==> config.mk <==
export PLATFORM = sky130hd
export DESIGN_NAME = sng_et_ctrl
export DESIGN_NICKNAME = d
export VERILOG_FILES = /design/src/rtl/sc_pkg.sv /design/src/rtl/lfsr_gen.sv /design/src/rtl/sng_et_ctrl.sv
export SDC_FILE = /design/constraint.sdc
export NUM_CORES = 1
export LEC_CHECK = 0
export CAP_MARGIN = 10
export CORE_MARGIN = 3
export CORE_UTILIZATION = 54
export CTS_BUF_LIST = sky130_fd_sc_hd__clkbuf_8 sky130_fd_sc_hd__clkbuf_16
export CTS_CLUSTER_SIZE = 12
export DETAILED_ROUTE_END_ITERATION = 7
export PLACE_DENSITY = 0.76
export SKIP_LAST_GASP = 1
export SLEW_MARGIN = 20
export SYNTH_ARGS = -nofsm -noshare
export SYNTH_HDL_FRONTEND = slang
export SYNTH_HIERARCHICAL = 1
export SYNTH_SLANG_ARGS = --single-unit
==> constraint.sdc <==
create_clock -name clk -period 3.9 [get_ports clk]
set_input_delay 0.585 -clock clk [delete_from_list [all_inputs] [get_ports clk]]
set_output_delay 0.585 -clock clk [all_outputs]
set_load 0.05 [all_outputs]
==> src/rtl/sc_pkg.sv <==
// ----------------------------------------------------------------------------
// sc_pkg
// Shared definitions for the stochastic-number-generator front end.
//   fsm_state_t : controller state (IDLE, RUN, DONE)
//   lfsr_taps() : feedback tap mask for a maximal-length Fibonacci LFSR of
//                 width n (4..16); bit k-1 set means stage k is tapped.
// ----------------------------------------------------------------------------
package sc_pkg;

    typedef enum logic [1:0] {
        IDLE = 2'd0,
        RUN  = 2'd1,
        DONE = 2'd2
    } fsm_state_t;

    // Primitive-polynomial tap masks. Every entry gives a period of 2^n-1
    // over all non-zero states.
    function automatic logic [15:0] lfsr_taps(input int n);
        logic [15:0] mask;
        case (n)
            4:       mask = 16'h000C;
            5:       mask = 16'h0014;
            6:       mask = 16'h0030;
            7:       mask = 16'h0060;
            8:       mask = 16'h00B8;
            9:       mask = 16'h0110;
            10:      mask = 16'h0240;
            11:      mask = 16'h0500;
            12:      mask = 16'h0829;
            13:      mask = 16'h100D;
            14:      mask = 16'h2015;
            15:      mask = 16'h6000;
            16:      mask = 16'hD008;
            default: mask = 16'h00B8;
        endcase
        return mask;
    endfunction

endpackage

==> src/rtl/lfsr_gen.sv <==
// ----------------------------------------------------------------------------
// lfsr_gen
// Maximal-length Fibonacci LFSR with synchronous load.
//   clk, rst : clock and asynchronous active-high reset (state returns to 1)
//   load     : capture seed; a zero seed is replaced by 1 so the register
//              never enters the all-zero lock-up state
//   enable   : advance one step
//   seed     : N-bit seed value
//   state    : current LFSR contents
// ----------------------------------------------------------------------------
module lfsr_gen
    import sc_pkg::*;
#(
    parameter int N = 8
) (
    input  logic         clk,
    input  logic         rst,
    input  logic         load,
    input  logic         enable,
    input  logic [N-1:0] seed,
    output logic [N-1:0] state
);

    localparam logic [15:0]  TAP_ALL = lfsr_taps(N);
    localparam logic [N-1:0] TAPS    = TAP_ALL[N-1:0];

    logic fb;

    assign fb = ^(state & TAPS);

    // Load takes priority so a new run always starts from its own seed.
    always_ff @(posedge clk or posedge rst) begin
        if (rst) begin
            state <= N'(1);
        end else if (load) begin
            state <= (seed == '0) ? N'(1) : seed;
        end else if (enable) begin
            state <= {state[N-2:0], fb};
        end
    end

endmodule

==> src/rtl/sng_et_ctrl.sv <==
// ----------------------------------------------------------------------------
// sng_et_ctrl
// Drives a variable-shift bitstream counter: encodes x as a stochastic
// bitstream Z (LFSR vs. comparator) for up to 2^len_log2 cycles, issues
// periodic rshift pulses, and stops early on et_stop.
//   clk, rst     : clock, asynchronous active-high reset
//   start        : run request, accepted only in IDLE
//   x            : value to encode (latched on accepted start)
//   seed         : LFSR seed (latched; 0 behaves as 1)
//   len_log2     : log2 of run length, clamped to N
//   shift_period : cycles between rshift pulses, 0 disables
//   et_stop      : early termination, honoured only in RUN
//   busy         : high in RUN and DONE
//   z_valid      : high while Z is meaningful (RUN)
//   Z            : stochastic bit, 0 when z_valid is low
//   rshift       : one-cycle pulse while z_valid is high
//   done         : one-cycle pulse after the last valid Z
// ----------------------------------------------------------------------------
module sng_et_ctrl
    import sc_pkg::*;
#(
    parameter int W = 8,
    parameter int N = 8,
    localparam int LW = $clog2(N + 1)
) (
    input  logic          clk,
    input  logic          rst,
    input  logic          start,
    input  logic [W-1:0]  x,
    input  logic [N-1:0]  seed,
    input  logic [LW-1:0] len_log2,
    input  logic [N-1:0]  shift_period,
    input  logic          et_stop,
    output logic          busy,
    output logic          z_valid,
    output logic          Z,
    output logic          rshift,
    output logic          done
);

    fsm_state_t    state;
    logic [W-1:0]  x_q;
    logic [LW-1:0] len_q;
    logic [N-1:0]  period_q;
    logic [N-1:0]  phase;
    logic [N:0]    cnt;
    logic [N:0]    last_cnt;
    logic [N-1:0]  lfsr;
    logic [LW-1:0] len_clamped;
    logic          load;
    logic          last;

    assign len_clamped = (len_log2 > LW'(N)) ? LW'(N) : len_log2;
    assign load        = (state == IDLE) && start;
    assign last_cnt    = ((N + 1)'(1) << len_q) - (N + 1)'(1);
    assign last        = (cnt == last_cnt);

    lfsr_gen #(.N(N)) u_lfsr (
        .clk    (clk),
        .rst    (rst),
        .load   (load),
        .enable (z_valid),
        .seed   (seed),
        .state  (lfsr)
    );

    // phase tracks cnt modulo the shift period, so phase == period-1 is the
    // same as (cnt+1) being a multiple of the period without a divider.
    assign Z      = z_valid && (lfsr[N-1 -: W] < x_q);
    assign rshift = z_valid && (period_q != '0) && (phase == period_q - N'(1))
                    && !last && !et_stop;

    // Controller: busy/z_valid/done are registered alongside the state so
    // they are glitch-free decodes of where the run currently is.
    always_ff @(posedge clk or posedge rst) begin
        if (rst) begin
            state    <= IDLE;
            x_q      <= '0;
            len_q    <= '0;
            period_q <= '0;
            phase    <= '0;
            cnt      <= '0;
            busy     <= 1'b0;
            z_valid  <= 1'b0;
            done     <= 1'b0;
        end else begin
            case (state)
                IDLE: begin
                    done <= 1'b0;
                    if (start) begin
                        x_q      <= x;
                        len_q    <= len_clamped;
                        period_q <= shift_period;
                        phase    <= '0;
                        cnt      <= '0;
                        busy     <= 1'b1;
                        z_valid  <= 1'b1;
                        state    <= RUN;
                    end
                end
                RUN: begin
                    cnt   <= cnt + (N + 1)'(1);
                    phase <= (phase == period_q - N'(1)) ? '0 : phase + N'(1);
                    if (last || et_stop) begin
                        z_valid <= 1'b0;
                        done    <= 1'b1;
                        state   <= DONE;
                    end
                end
                DONE: begin
                    busy  <= 1'b0;
                    done  <= 1'b0;
                    state <= IDLE;
                end
                default: begin
                    busy    <= 1'b0;
                    z_valid <= 1'b0;
                    done    <= 1'b0;
                    state   <= IDLE;
                end
            endcase
        end
    end

endmodule

# Word-level counts from Yosys, hierarchy flattened
# Cells that the tools add are included.
# Widths: inputs -> output; s select.
# totals
out_inout_bits	5
in_bits	32
ff_bits	50
# classes
n_shift	1
eq_ne	6
muxes	18
addsub	4
order_cmp	2
bitwise	2
n_reduce_logical	20
# ops
op	n
$mux 8	5
$pmux 9 s2	1
$pmux 8 s2	1
$add 9x1->9 const B	1
$eq 9x9->1	1
$mux 9	1
$shl 1x4->9 const A	1
$sub 9x2->9 const B	1
$add 8x1->8 const B	1
$eq 8x8->1	1
$logic_not 8->1	1
$lt 8x8->1	1
$reduce_and 2->1	4
$reduce_bool 8->1	1
$reduce_xor 8->1	1
$sub 8x1->8 const B	1
$logic_and 1x1->1	6
$gt 4x4->1 const B	1
$mux 1	4
$mux 2	2
$mux 4	1
$ne 2x2->1 const B	2
$pmux 2 s2	1
$reduce_bool 2->1	2
9 further kinds	11

# Depth between registers and ports, before layout
# Gate-level depths: netlist (run 1).
# logic_depth
ltp_word	6
ltp_mapped	11
ltp_nobuf	8

# Modules after synthesis
# Netlist (run 1), hierarchy kept.
# modules_own_cells
mod	area_per_inst_um2	instances	seq_area_each_um2	cells_each
sng_et_ctrl	2612.5	1	1051.0	300
lfsr_gen	407.9	1	201.4	41

# Worst setup path before layout (run 1)
# Ideal clock, no wire load.
# synth_path
path_type	register to output
start	reg len_q[3]
end	out rshift
t_required_ps	3315
n_path_buf	3
slack_ps	-733
arrival_ps	4048
stages_incl_launch_ff	12
path_cell_list	dfrtp_1 clkbuf_1 buf_2 or4b_2 ha_1 buf_2 nor2_1 mux2i_1 o21a_1 o311ai_1 o41ai_2 nor4_1
# synth_via
elab_chain_len	6
# synth_rtl
item	line_no	rtl
start: declaration	sng_et_ctrl.sv:43	logic [LW-1:0] len_q;
start signal: assignment	sng_et_ctrl.sv:92	len_q <= len_clamped;
$shl 1x4->9	sng_et_ctrl.sv:55	assign last_cnt = ((N + 1)'(1) << len_q) - (N + 1)'(1);
$sub 9x2->9	sng_et_ctrl.sv:55	
$eq 9x9->1	sng_et_ctrl.sv:56	assign last = (cnt == last_cnt);
$logic_not 1->1	sng_et_ctrl.sv:71	&& !last && !et_stop;
$logic_and 1x1->1 (2 in series)	sng_et_ctrl.sv:71	
end: declaration	sng_et_ctrl.sv:37	output logic rshift,
# Every way passes these cells.

# Worst setup path in the final report (run 1)
# Ends and elaborated chain as after synthesis.

==> qor.yml, run 1 <==
outcome:
  status: "finished, final reports clean"
logic_synthesis:
  yosysSeqAreaShare_pct: 41.5
  synth_top_area_share_pct: 40.6
  async_reset_ff_share_pct: 100
  netlist_area_sq_um: 3020
  syn_nets: 384
  yosysWarnings: 6
  postSynthCellCount: 341
  synth_edf_count: 0
  synth.largest_area_cell: "dfrtp_1"
  ys_top_cells_by_area: "dfrtp_1, nand2_1, o21ai_0"
  ys_seq_elements: 50
  syn_area_per_cell_sq_um: 8.86
  synthFlopType: "dfrtp_1"
  synthDistinctLibCells: 54
min_path:
  min_path_cells: 2
  worstHoldStart: "x_q[0]"
  min_to: "x_q[0]"
  hp-class: "register to register"
critical_path:
  required_ps: 3310
  path_max_fanout: 14
  rrSetupSlack_ps: 850
  start_kind: "register"
  setup.worst_path.end_class: "primary output"
  r2r_end: "state[0]"
  path_class: "register to primary output"
  timing.rr.start: "len_q[3]"
  cp.arrival_ps: 3190
  rr_worst_depth: 12
global_route:
  grt_pass1_vias: 2473
  antenna_found_initial: 0
  grt_pass1_wl_mm: 11.3
  grt_use_total_pct: 22.3
  grt_max_degree: 27
  grt_overflow: 0
timing:
  worst_pin_slew_ps: 701
  setup_tns_ps: 0
  relSlewSlack_pct: 53.2
  setup_ws_ps: 130
  finalSetupViolCount: 0
  finalCritPeriodShare_pct: 96.7
  holdWs_ps: 491
  min_period_ps: 3770
  finClkSkew_ps: 5.88
  rsz0062_at_grt: "false"
  max_freq_ghz: 0.265
  drv_slew: 0
  hold_violations: 0
die:
  initial_core_util_pct: 57.3
  row_count: 26
  die_w_um: 80.8
  die_h_um: 80.8
  ios: 37
  core_sq_um: 5270
  fp.dieArea_sq_um: 6530
pwr:
  p_leak_nw: 1.61
  power_density_nw_per_um2: 758
  finalPower_mw: 2.77
  peakVddDrop_v: 0.000459
placed_design:
  placed_cells: 439
  pre_cts_ws_ps: 154
  dp_hpwl_mm: 4.72
  gp_congestion: 0.808
  port_buffers: 36
cts:
  numCtsBuffers: 5
  cts_tree: "yes"
  clk_latency_ps: 300
  cts.path.max_buffers: 2
  root_buffer: "clkbuf_8"
  cts_max_level: 2
  path_clk_slew_ps: 80
  clock_sinks: 50
final_layout:
  layout.nets: 422
  syn_to_final_growth_pct: 20.9
  layout-drive-gt1-share_pct: 9.74
  diodes: 0
  fin_cells: 450
drt:
  wl_per_cell_um: 14.6
  dr.pass1.iters: 4
  vias_per_cell: 5.64
  drtIter0Drc: 162
  drc: 0
  routed_wl_mm: 6.59
  ant_nets: 0
  via_count: 2539
job:
  cap_violations: 0
## layer usage
| metal | track usage, % | vias to the layer above | routed length (um) |
|---|---|---|---|
| met5 | 0 | - | 0 |
| met4 | 8.45 | 0 | 136 |
| met3 | 2.33 | 9 | 149 |
| met2 | 38.5 | 38 | 3200 |
| met1 | 29.1 | 1222 | 3100 |
| li1 | - | 1270 | - |
## flip-flops by register name (all words and copies together), names as in the netlist
| register | count |
|---|---|
| u_lfsr/state | 8 |
| len_q | 4 |
| done | 1 |
| period_q | 8 |
| cnt | 9 |
| z_valid | 1 |
| phase | 8 |
| state | 2 |
| busy | 1 |
| x_q | 8 |
## cell usage after synthesis, types with 4 or more instances
cell type / count
nor4_1: 4
nand2b_1: 4
o21ai_0: 33
nand3b_1: 5
dfrtp_1: 49
ha_1: 11
o31ai_1: 4
inv_1: 21
buf_2: 4
nor2b_1: 6
a22oi_1: 4
xnor2_1: 13
o211ai_1: 6
nand3_1: 8
nand2_1: 67
nor3_1: 8
clkbuf_1: 12
nor2_1: 14
mux2i_1: 10
xor2_1: 5
## critical path, stage by stage, from the launching register on
cell and delay, ps:
dfrtp_1 400, buf_4 200, or4_4 560, ha_4 290, xor2_2 140, o221ai_2 120
a2111oi_4 310, o311ai_2 180, o41ai_2 270, buf_4 190, nor4_4 50, buf_6 180
## cells in the final DEF (no fill, tap or decap), types with 3 or more instances in the layout
| cell | count |
|---|---|
| xor2_1 | 4 |
| a21o_1 | 3 |
| dfrtp_1 | 48 |
| xnor2_1 | 12 |
| nor3_1 | 8 |
| nand3b_1 | 5 |
| o21ai_0 | 33 |
| clkbuf_8 | 5 |
| o211ai_1 | 6 |
| buf_4 | 12 |
| nor4_1 | 3 |
| ha_1 | 10 |
| inv_1 | 23 |
| nand3_1 | 8 |
| nand2_1 | 67 |
| o31ai_1 | 4 |
| nor3b_1 | 3 |
| nand2b_1 | 4 |
| mux2i_1 | 10 |
| a22oi_1 | 4 |
| nand4_1 | 3 |
| nor2b_1 | 6 |
| clkdlybuf4s50_1 | 35 |
| o21a_1 | 3 |
| nor2_1 | 14 |
## where the power goes
group	leakage [nW]	switching (mW)	internal, mW	total [mW]
sequential	0.634	0.213	0.717	0.930
combinational	0.916	0.817	0.667	1.48
clock	0.0607	0.166	0.187	0.352
total	1.61	1.20	1.57	2.77
## area by class of cell
class	count	area [sq um]
Clock buffer	5	68.8
Clock inverter	3	37.5
Fill cell	441	1620
Inverter	21	78.8
Multi-Input combinational cell	253	1670
Sequential cell	50	1250
Tap cell	70	87.6
Timing Repair Buffer	48	452
## kinds of logic (layout without fill, tap and decap cells)
logic type	Yosys count	after routing	synth area share, %
AOI/OAI and AO/OA	79	79	18.5
buffers and inverters	38	77	5.14
and+or+nand+nor	135	135	21.8
adders and majority gates	11	11	4.56
xor gates and xnor gates	18	18	5.22
DFF	50	50	41.5
muxes	10	10	3.31
## per-stage QoR
stage | area [sq um] | utilization, %
detailed placement | 3470 | 65.9
CTS | 3620 | 68.7
floorplan | 3040 | -
global route | 3650 | 69.3
global placement | 3470 | 65.9
finish | 3650 | 69.3
## repair_timing
action / CTS / global route
hold buffers: 0 / 0
pin swaps: 4 / 4
buffers inserted: 2 / 1
gates resized for setup: 6 / 3
setup endpoints to repair: 1 / 1
## worst max-delay path by stage
stage / start / to / slack (ps) / cells past startpoint
floorplan: len_q[3] / rshift / 140 / 11
global placement: len_q[0] / rshift / 210 / 10
detailed placement: len_q[0] / rshift / 150 / 10
CTS: len_q[3] / rshift / 60 / 11
global route: len_q[3] / rshift / 2 / 11
finish: len_q[3] / rshift / 130 / 11
Power figures use the tool's default switching activity.
==> inputs of run 2 (changes only) <==
- CORE_ASPECT_RATIO: default -> 0.7
- CORE_UTILIZATION: 54 -> 50
- PLACE_DENSITY: 0.76 -> 0.71
- clock period: 3.9 -> 4.6 ns (I/O delays scaled with it)
==> run 2 against run 1 <==
  * Clock power is 23% lower
  * Combinational power down 19%
  * Sequential cell count unchanged
  * Sequential share of layout area is 0.93 points higher
  * Die area grew 7.6%
  * Hold slack improved by 4.8 ps
  * Cell area is 2.7% lower
  * Largest power group unchanged
==> qor.yml, run 2 (synthesis gave the netlist of run 1 again) <==
pwr:
  power_density_nw_per_um2: 635
  seqPwrFrac_pct: 34.6
  p_int_mw: 1.25
  p_leak_nw: 1.57
  p_sw_mw: 1.00
  swShare_pct: 44.4
  p_comb_share_pct: 53.4
  finalPower_mw: 2.25
  clockPowerShare_pct: 12.0
  peakVddDrop_v: 0.000288
final_layout:
  diodes: 0
  layout.nets: 417
  largest_reg_flops: 9
  nFillCells: 498
  top_register: "cnt"
  multi_input_area_sq_um: 1620
  seqCellArea_sq_um: 1250
  final_cell_area_sq_um: 3550
  syn_to_final_growth_pct: 17.6
  final_cell_mix: "nand2_1, dfrtp_1, clkdlybuf4s50_1, o21ai_0, inv_1"
  layout-drive-gt1-share_pct: 6.93
  final_common_cell: "nand2_1"
critical_path:
  start_kind: "register"
  cp.arrival_ps: 3640
  rrSetupSlack_ps: 1520
  setup.worst_path.end_class: "primary output"
  path_class: "register to primary output"
  path_max_fanout: 15
  rr_worst_depth: 9
  required_ps: 3910
cts:
  clock_sinks: 50
  cts_max_level: 2
  clk_latency_ps: 300
  cts_setup_buffers: 0
  root_buffer: "clkbuf_8"
  path_clk_slew_ps: 90
  cts_tree: "yes"
  numCtsBuffers: 5
  cts.path.max_buffers: 2
job:
  cap_violations: 0
timing:
  finalSetupViolCount: 0
  hold_violations: 0
  holdWs_ps: 496
  drv_slew: 0
  worst_pin_slew_ps: 883
  setup_tns_ps: 0
  relSlewSlack_pct: 41.0
  finClkSkew_ps: 3.25
  max_freq_ghz: 0.231
  min_period_ps: 4330
  finalCritPeriodShare_pct: 94.2
  rsz0062_at_grt: "false"
drt:
  dr.pass1.iters: 4
  drtIter0Drc: 106
  via_count: 2501
  wl_per_cell_um: 14.6
  ant_nets: 0
  drc: 0
  vias_per_cell: 5.56
  routed_wl_mm: 6.58
min_path:
  hp-class: "register to register"
  min_path_cells: 1
placed_design:
  port_buffers: 36
  dp_hpwl_mm: 4.85
  placed_area_sq_um: 3460
  gp_congestion: 0.852
global_route:
  use_met3_pct: 3.55
  busiest_layer: "met1"
  grt_pass1_wl_mm: 11.3
  grt_max_degree: 46
  grt_pass1_vias: 2367
  grt_use_met2_pct: 29.0
  grt_use_total_pct: 19.6
  grt_overflow: 0
  antenna_found_initial: 0
  use_met1_pct: 29.5
die:
  die_w_um: 98.9
  die_h_um: 71.0
  core_sq_um: 5780
  row_count: 23
  fp.dieArea_sq_um: 7020
  initial_core_util_pct: 52.2
  ios: 37
outcome:
  status: "finished, final reports clean"
run 2: layout make-up:
type                            instances  share of cell area (%)
Timing Repair Buffer                   43                    11.6
Inverter                               21                    2.22
Tap cell                               75                    2.64
Multi-Input combinational cell        253                    45.6
Clock buffer                            6                    2.33
Clock inverter                          2                   0.352
Sequential cell                        50                    35.3
run 2: path summary, 6_finish.rpt:
path                          start               to
max in group asynchronous       rst           cnt[6]
min                            done             done
min reg2reg                    done             done
max reg2reg                len_q[3]         state[0]
max                        len_q[3]           rshift
min in group asynchronous       rst  u_lfsr/state[3]
run 2: layer usage:
| metal | part of all wire (%) | routed length [um] |
|---|---|---|
| met1 | 50 | 3300 |
| met2 | 45 | 2960 |
| met3 | 4.0 | 265 |
| met4 | 0.85 | 56 |
| met5 | 0 | 0 |
run 2: repair_timing:
action,in CTS,in global routing
hold buffers,0,0
gates resized for setup,1,0
endpoints found under the setup margin,1,0
run 2: power by group through the flow:
stage,Combinational [mW],Clock (mW),Sequential [mW]
2_1_floorplan,0.920,0,0.767
3_3_place_gp,1.16,0,0.781
4_1_cts,1.21,0.279,0.778
5_1_grt,1.34,0.297,0.806
6_report,1.20,0.271,0.779
3_5_place_dp,1.20,0,0.786
run 2: critical path, cell delays in order, from the launching register on:
cell and delay (ps):
dfrtp_1 380, buf_4 190, or4_1 530, ha_1 350
o311ai_0 160, o221ai_1 220, a2111oi_4 350, o311ai_1 190
o41ai_2 430, nor4_2 90, dlygate4sd2_1 450
run 2: stage by stage:
step | worst slack (ps) | utilization, % | std cells
final | 267 | 61.4 | 450
after global routing | 54.8 | 61.4 | 450
after floorplan | 431 | - | 341
after detailed placement | 336 | 59.8 | 442
after global placement | 389 | 59.8 | 442
after CTS | 253 | 61.4 | 450
